[src/rtl/cga_attrib_serializer.sv]
// CGA text-mode attribute serializer: glyph shift, colour, blink, cursor, border.
// Optional cursor overlay is built only when CGA_CURSOR_EN is defined.
module cga_attrib_serializer #(
   parameter int BLINK_BITS = 5,
   parameter int CURSOR_BIT = 3
) (
   input  logic       clk,
   input  logic       reset,
   input  logic       pix_en,
   input  logic       char_load,
   input  logic [7:0] font_row,
   input  logic [7:0] attr,
   input  logic       display_en,
   input  logic       cursor_active,
   input  logic       vsync,
   input  logic       blink_mode,
   input  logic [3:0] border_color,
   output logic [3:0] video
);

   logic [7:0]            shift_q, shift_d;
   logic [7:0]            attr_q, attr_d;
   logic [3:0]            video_q, video_d;
   logic [BLINK_BITS-1:0] frame_q, frame_d;
   logic                  vsync_q;
   logic                  on;
   logic [3:0]            fg, bg, pix;

`ifdef CGA_CURSOR_EN
   logic cursor_q, cursor_d;
`else
   logic cursor_unused;
   assign cursor_unused = cursor_active;
`endif

   always_comb begin
      fg = attr_q[3:0];
      bg = blink_mode ? {1'b0, attr_q[6:4]} : attr_q[7:4];
      on = shift_q[7];
      if (blink_mode && attr_q[7] && !frame_q[BLINK_BITS-1])
         on = 1'b0;
`ifdef CGA_CURSOR_EN
      // Cursor wins over character blink during its visible phase
      if (cursor_q && frame_q[CURSOR_BIT])
         on = 1'b1;
`endif
      pix = on ? fg : bg;
   end

   always_comb begin
      shift_d = shift_q;
      attr_d  = attr_q;
      video_d = video_q;
      frame_d = frame_q;
`ifdef CGA_CURSOR_EN
      cursor_d = cursor_q;
`endif
      if (pix_en) begin
         video_d = display_en ? pix : border_color;
         if (char_load) begin
            shift_d = font_row;
            attr_d  = attr;
`ifdef CGA_CURSOR_EN
            cursor_d = cursor_active;
`endif
         end else begin
            shift_d = {shift_q[6:0], 1'b0};
         end
      end
      if (vsync && !vsync_q)
         frame_d = frame_q + BLINK_BITS'(1);
   end

   always_ff @(posedge clk or posedge reset) begin
      if (reset) begin
         shift_q <= 8'h00;
         attr_q  <= 8'h00;
         video_q <= 4'h0;
         frame_q <= '0;
         vsync_q <= 1'b0;
      end else begin
         shift_q <= shift_d;
         attr_q  <= attr_d;
         video_q <= video_d;
         frame_q <= frame_d;
         vsync_q <= vsync;
      end
   end

`ifdef CGA_CURSOR_EN
   always_ff @(posedge clk or posedge reset) begin
      if (reset) cursor_q <= 1'b0;
      else       cursor_q <= cursor_d;
   end
`endif

   assign video = video_q;

endmodule

[config.mk]
export PLATFORM = sky130hd
export DESIGN_NAME = cga_attrib_serializer
export DESIGN_NICKNAME = d
export VERILOG_FILES = /design/src/rtl/cga_attrib_serializer.sv
export SDC_FILE = /design/constraint.sdc
export NUM_CORES = 1
export LEC_CHECK = 0
export ABC_AREA = 0
export BUFFER_PORTS_ARGS = -buffer_cell sky130_fd_sc_hd__buf_2
export CORE_ASPECT_RATIO = 1.4
export CORE_UTILIZATION = 54
export CTS_CLUSTER_SIZE = 25
export DETAILED_ROUTE_END_ITERATION = 10
export GPL_TIMING_DRIVEN = 0
export PLACE_DENSITY = 0.86
export RECOVER_POWER = 50
export SYNTH_ARGS = -nofsm -noshare
export SYNTH_HDL_FRONTEND = slang
export SYNTH_SLANG_ARGS = --single-unit
[constraint.sdc]
create_clock -name clk -period 2.2 [get_ports clk]
set_clock_uncertainty 0.2 [all_clocks]
set_input_delay 0.11 -clock clk [delete_from_list [all_inputs] [get_ports clk]]
set_output_delay 0.11 -clock clk [all_outputs]
set_load 0.005 [all_outputs]
==> metrics.txt, run 1 <==
status=finished clean; min-delay src=char_load; flops & latches, synth=26; CTS tree=yes; largest area contributor in the netlist=dfrtp_1; worst reg-to-reg setup slack=0.26 ns; top cells by area, synth=dfrtp_1, mux2_2, mux2i_1; first-pass GRT wire length=4.67 mm; worst-margin pin slew=0.947 ns; Hold/Removal Path Class=in2reg; max-slew violation count=0; clock sinks=26; Mean Syn Cell Area=11.4 um^2; GRT overflow=0; Setup Viol. Count Final=0; Non-Filler Instances=185; worst skew pair latency=0.31 ns; distinct cell type count after synthesis=21; Worst setup SP type=flip-flop; Seq pwr share=56.7%; initial antenna violation count=0; Post-Syn Instances=102; Reg-to-Reg End=video[1]$_DFFE_PP0P_; Rel. slew slack=36.8%; 1st-iter DRT viols=14; diodes inserted=0; Min Clock Period, post-route=1.94 ns; fraction of layout cells with a size suffix above 1=26.2%; Sum Neg Setup Slack=0 ns; gpl congestion=0.692; total track usage=29.4%; # Max-Cap Violations=0; Clock Tree Root=clkbuf_4; Placed Cells=151; Fin. Hold Viols=0; Post-Syn Area=1170 um^2; row cnt=19; H-Tree Depth=1; hold path depth=3; combinational power share=26.2%; R2R cell count=5; NumNets Final=195; Die Wd=41.3 um; crit path capture type=flip-flop; Worst R2R Start=frame_q[4]$_DFFE_PP0P_; vias in the first global route=1111; I/O pin count=32; Bufs on Longest Clock Path=2; hold_buf cts=31; Sw Share=29.4%; Power Density=697 nW/um^2; Final period util=88.2%; CTS resizes=0; synthesis-to-layout area growth=42.6%; share of the synthesized area in the top cell type=55.7%; Die H=57.0 um; maximum vdd ir drop=0.000591 V; hold endpoint=shift_q[7]$_DFFE_PP0P_; largest net degree at the start of global routing=27; post-route ant nets=0; crit path kind=reg2reg; Worst-path clk slew=0.14 ns; leading cell type in the layout, fill and taps excluded=dlygate4sd3_1; RSZ-0062 raised after global routing=no; Port Buf Inserts=28; total CTS buffers=3; post-CTS setup buffers=0; leading cell types in the layout, fill and taps excluded=dlygate4sd3_1, buf_2, dfrtp_1; Worst Path Arrival=1.95 ns; Pleak=0.784 nW; DR WL/cell=16.3 um; Synth Warn #=0; Crit Path Max Fanout=3; Clk pwr share=17.1%; routed wire length=3.02 mm; initial core utilization=58.5%; vias post-DR=1036; Placeable Area=2000 um^2; FMAX=515 MHz; drt pass-1 iters=4; DIE AREA=2350 um^2; Mapped Nets=131; internal power=0.819 mW; switching component of the power=0.341 mW; DRC=0; Post-DP HPWL=1.56 mm; Crit path required time=2.21 ns; Seq/Total Area, Yosys=55.7%; Via density=5.60
## synth_stat cells
master	number
o21ai_0	12
mux2_2	9
xnor2_1	3
mux2i_1	10
xor2_1	1
buf_2	3
mux2_1	1
nand4_1	2
nand3b_1	1
nand2_4	1
a21oi_1	8
nand2_1	3
nor2b_1	1
o21ai_1	3
inv_1	7
buf_6	1
nor2_1	7
ha_1	1
dfrtp_1	26
o22a_1	1
nand3_1	1
## critical path, stage by stage (launching register included)
cell and delay (ns):
dfrtp_1 0.44, nand3b_1 0.17, nand2_1 0.16, mux2i_1 0.24
o21ai_1 0.07, dlygate4sd3_1 0.56
## how the worst max path moves through the flow
stage / start / slack, ns / end / depth (start not counted)
after floorplan: vsync_q$_DFF_PP0_ / 0.92 / frame_q[1]$_DFFE_PP0P_ / 2
after global placement: vsync_q$_DFF_PP0_ / 0.86 / frame_q[1]$_DFFE_PP0P_ / 2
after detailed placement: frame_q[4]$_DFFE_PP0P_ / 0.84 / video[1]$_DFFE_PP0P_ / 4
after CTS: frame_q[4]$_DFFE_PP0P_ / 0.27 / video[1]$_DFFE_PP0P_ / 5
after global routing: frame_q[4]$_DFFE_PP0P_ / 0.18 / video[1]$_DFFE_PP0P_ / 5
final: frame_q[4]$_DFFE_PP0P_ / 0.26 / video[1]$_DFFE_PP0P_ / 5
## cell families (layout without fill, tap and decap cells)
logic type	Yosys count	in the layout	share of synthesized area (%)
fa+ha+maj	1	1	1.07
xor+xnor	4	4	3.00
compound gates	24	24	10.6
simple gates	16	16	6.86
mux	20	20	18.2
flops	26	26	55.7
buf+inv	11	73	4.50
## power groups by stage
stage	combinational, mW	sequential (mW)	clock (mW)
final	0.304	0.657	0.199
after global routing	0.336	0.669	0.219
after CTS	0.295	0.651	0.196
after detailed placement	0.237	0.661	0
after global placement	0.220	0.650	0
after floorplan	0.170	0.641	0
## sequential cells by signal (all words and copies together), names as in the netlist
register,cells
attr_q,8
frame_q,5
shift_q,8
video,4
vsync_q,1
## metrics by stage
stage / hold slack, ns / util (%) / setup WS (ns) / area, um^2 / power [mW]
detailed placement: 0.0367 / 66.8 / 0.840 / 1330 / 0.898
finish: 0.0138 / 83.3 / 0.260 / 1660 / 1.16
global placement: 0.0319 / 66.8 / 0.863 / 1330 / 0.870
CTS: 0.00872 / 83.5 / 0.270 / 1670 / 1.14
floorplan: -0.0586 / - / 0.917 / 1170 / 0.811
global route: 0.0162 / 83.3 / 0.184 / 1660 / 1.22
## routing by layer
metal	track usage, %	share of wire (%)	vias up
li1	-	-	476
met1	31.4	37	510
met2	50.4	55	40
met3	5.84	4.3	10
met4	15.2	3.6	0
met5	0	0	-
## cell type report
type | instances | area (um^2)
Sequential cell | 26 | 651
Inverter | 7 | 26.3
Buffer | 4 | 26.3
Timing Repair Buffer | 59 | 448
Fill cell | 108 | 333
Tap cell | 21 | 26.3
Multi-Input combinational cell | 65 | 464
Clock buffer | 3 | 22.5
(Power assumes the default switching activity.)
==> run 2: changes to the inputs <==
--- a/config.mk
+++ b/config.mk
@@ -7,13 +7,14 @@
 export LEC_CHECK = 0
 export ABC_AREA = 0
 export BUFFER_PORTS_ARGS = -buffer_cell sky130_fd_sc_hd__buf_2
-export CORE_ASPECT_RATIO = 1.4
+export CORE_ASPECT_RATIO = 1.5
 export CORE_UTILIZATION = 54
 export CTS_CLUSTER_SIZE = 25
 export DETAILED_ROUTE_END_ITERATION = 10
 export GPL_TIMING_DRIVEN = 0
 export PLACE_DENSITY = 0.86
 export RECOVER_POWER = 50
+export SLEW_MARGIN = 0
 export SYNTH_ARGS = -nofsm -noshare
 export SYNTH_HDL_FRONTEND = slang
 export SYNTH_SLANG_ARGS = --single-unit
==> run 2 against run 1 <==
The flow now finishes with violations (negative hold slack). Clock power rose by 24%. Utilization rose by 0.43 points. Final cell count rose by 2.2%. Design area rose by 2.0%. Global-route usage fell by 2.0 points. First-iteration DRC count rose by 57%. Flip-flop and latch count did not move. Critical path depth did not move. Critical path type unchanged. Register-to-register slack improved by 0.06 ns. Fmax rose by 3.1%. Largest power group unchanged. Setup slack improved by 0.059 ns.
==> metrics.txt, run 2 (synthesized netlist as in run 1, its figures left out) <==
status=complete, but fails checks (was finished clean); failing checks=negative hold slack; 1st-iter DRT viols=22 (was 14); initial core utilization=57.6% (was 58.5%); Clock Tree Root=clkbuf_4 (unchanged); Worst-path clk slew=0.14 ns (about the same); FMAX=532 MHz (was 515 MHz); vias post-DR=979 (was 1036); leading cell types in the layout, fill and taps excluded=dlygate4sd3_1, buf_2, dfrtp_1 (unchanged); NumNets Final=197 (was 195); synthesis-to-layout area growth=45.4% (was 42.6%); hold path depth=4 (was 3); largest net degree at the start of global routing=27 (unchanged); Rel. slew slack=34.7% (was 36.8%); drt pass-1 iters=4 (unchanged); initial antenna violation count=0 (unchanged); maximum vdd ir drop=0.000632 V (was 0.000591 V); Crit path required time=2.24 ns (was 2.21 ns); utilization after layout=83.8% (was 83.3%); Die Wd=40.0 um (was 41.3 um); GRT overflow=0 (unchanged); Bufs on Longest Clock Path=2 (unchanged); total CTS buffers=3 (unchanged); max-slew violation count=0 (unchanged); Placeable Area=2030 um^2 (was 2000 um^2); worst skew pair latency=0.33 ns (was 0.31 ns); Min Clock Period, post-route=1.88 ns (was 1.94 ns); Hold/Removal Path Class=in2reg (unchanged); DR WL/cell=14.5 um (was 16.3 um); clock sinks=26 (unchanged); I/O pin count=32 (unchanged); CTS resizes=0 (unchanged); vias in the first global route=1032 (was 1111); Sum Neg Setup Slack=0 ns (unchanged); GR Util met3=3.77% (was 5.84%); CTS tree=yes (unchanged); diodes inserted=0 (unchanged); worst-margin pin slew=0.978 ns (was 0.947 ns); crit path kind=reg2reg (unchanged); Crit Path Max Fanout=3 (unchanged); Fin. Hold Viols=1 (was 0); gpl congestion=0.648 (was 0.692); Via density=5.18 (was 5.60); # Max-Cap Violations=0 (unchanged); worst hold margin=-0.0150 ns (was 0.0138 ns); GR Util met2=47.9% (was 50.4%); Setup Viol. Count Final=0 (unchanged); Worst Path Arrival=1.92 ns (was 1.95 ns); RSZ-0062 raised after global routing=no (unchanged); Pleak=0.797 nW (was 0.784 nW); Power Density=705 nW/um^2 (was 697 nW/um^2); routing usage on met1=30.3% (was 31.4%); Port Buf Inserts=28 (unchanged); Die H=58.9 um (was 57.0 um); DIE AREA=2360 um^2 (was 2350 um^2); R2R cell count=5 (unchanged); fraction of layout cells with a size suffix above 1=25.7% (was 26.2%); GR peak layer=met2 (unchanged); H-Tree Depth=1 (unchanged); Post-DP HPWL=1.54 mm (was 1.56 mm); Final period util=85.5% (was 88.2%); DRC=0 (unchanged); post-route ant nets=0 (unchanged); first-pass GRT wire length=4.26 mm (was 4.67 mm); top flop regs=attr_q x8, shift_q x8, frame_q x5 (unchanged); row cnt=20 (was 19); leading cell type in the layout, fill and taps excluded=dlygate4sd3_1 (unchanged); Worst setup SP type=flip-flop (unchanged); routed wire length=2.74 mm (was 3.02 mm); crit path capture type=flip-flop (unchanged); total track usage=27.4% (was 29.4%); worst reg-to-reg setup slack=0.32 ns (was 0.26 ns)
## run 2: changes by cell type in the layout (fill, tap and decap cells not counted)
cell           previous run  this run
clkbuf_1                  2         3
dlygate4sd3_1            31        33
buf_2                    29        28
o21ai_1                   1         2
o21ai_0                  14        13
clkbuf_8                  0         1
## run 2: critical path, cell delays in order, from the launching register on
cell and delay [ns]:
dfrtp_1 0.43, nand3b_1 0.17, nand2_1 0.15, mux2i_1 0.22
o21ai_1 0.07, dlygate4sd3_1 0.55
## run 2: layer usage
metal	share of wire [%]	wire length (um)	vias up
met3	3.0	82	7
li1	-	-	479
met5	0	0	-
met4	2.7	73	0
met2	54	1480	21
met1	40	1110	472
## run 2: area by class of cell
| type | count | area, um^2 |
|---|---|---|
| Fill cell | 109 | 329 |
| Clock buffer | 4 | 36.3 |
| Multi-Input combinational cell | 65 | 464 |
| Tap cell | 22 | 27.5 |
| Inverter | 7 | 26.3 |
| Timing Repair Buffer | 61 | 467 |
| Buffer | 4 | 26.3 |
| Sequential cell | 26 | 651 |
## run 2: final timing paths
path	from	end
max	frame_q[4]$_DFFE_PP0P_	video[2]$_DFFE_PP0P_
min	pix_en	video[0]$_DFFE_PP0P_
min reg2reg	frame_q[4]$_DFFE_PP0P_	frame_q[4]$_DFFE_PP0P_
max reg2reg	frame_q[4]$_DFFE_PP0P_	video[2]$_DFFE_PP0P_
min in group asynchronous	reset	shift_q[0]$_DFFE_PP0P_
max in group asynchronous	reset	video[0]$_DFFE_PP0P_
## run 2: timing repair
item | in CTS | in global routing
setup endpoints to repair | 0 | 0
hold endpoints to repair | 47 | 0
hold buffers | 33 | 0
setup buffers | 0 | 0
## run 2: stage by stage
stage | power [mW] | hold WS, ns | cells | setup slack (ns) | instance area (um^2)
after floorplan | 0.811 | -0.0586 | 102 | 0.917 | 1170
after global placement | 0.867 | 0.0308 | 152 | 0.869 | 1340
after detailed placement | 0.892 | 0.0339 | 152 | 0.822 | 1340
after CTS | 1.19 | 0.00679 | 189 | 0.302 | 1700
after global routing | 1.27 | 0.0202 | 189 | 0.197 | 1700
final | 1.20 | -0.0150 | 189 | 0.319 | 1700
## run 2: power by group
group          leakage [nW]  switching [mW]  internal, mW
Sequential            0.301          0.0777         0.577
Clock                0.0210           0.145         0.102
Combinational         0.475           0.116         0.180
Total                 0.797           0.339         0.858
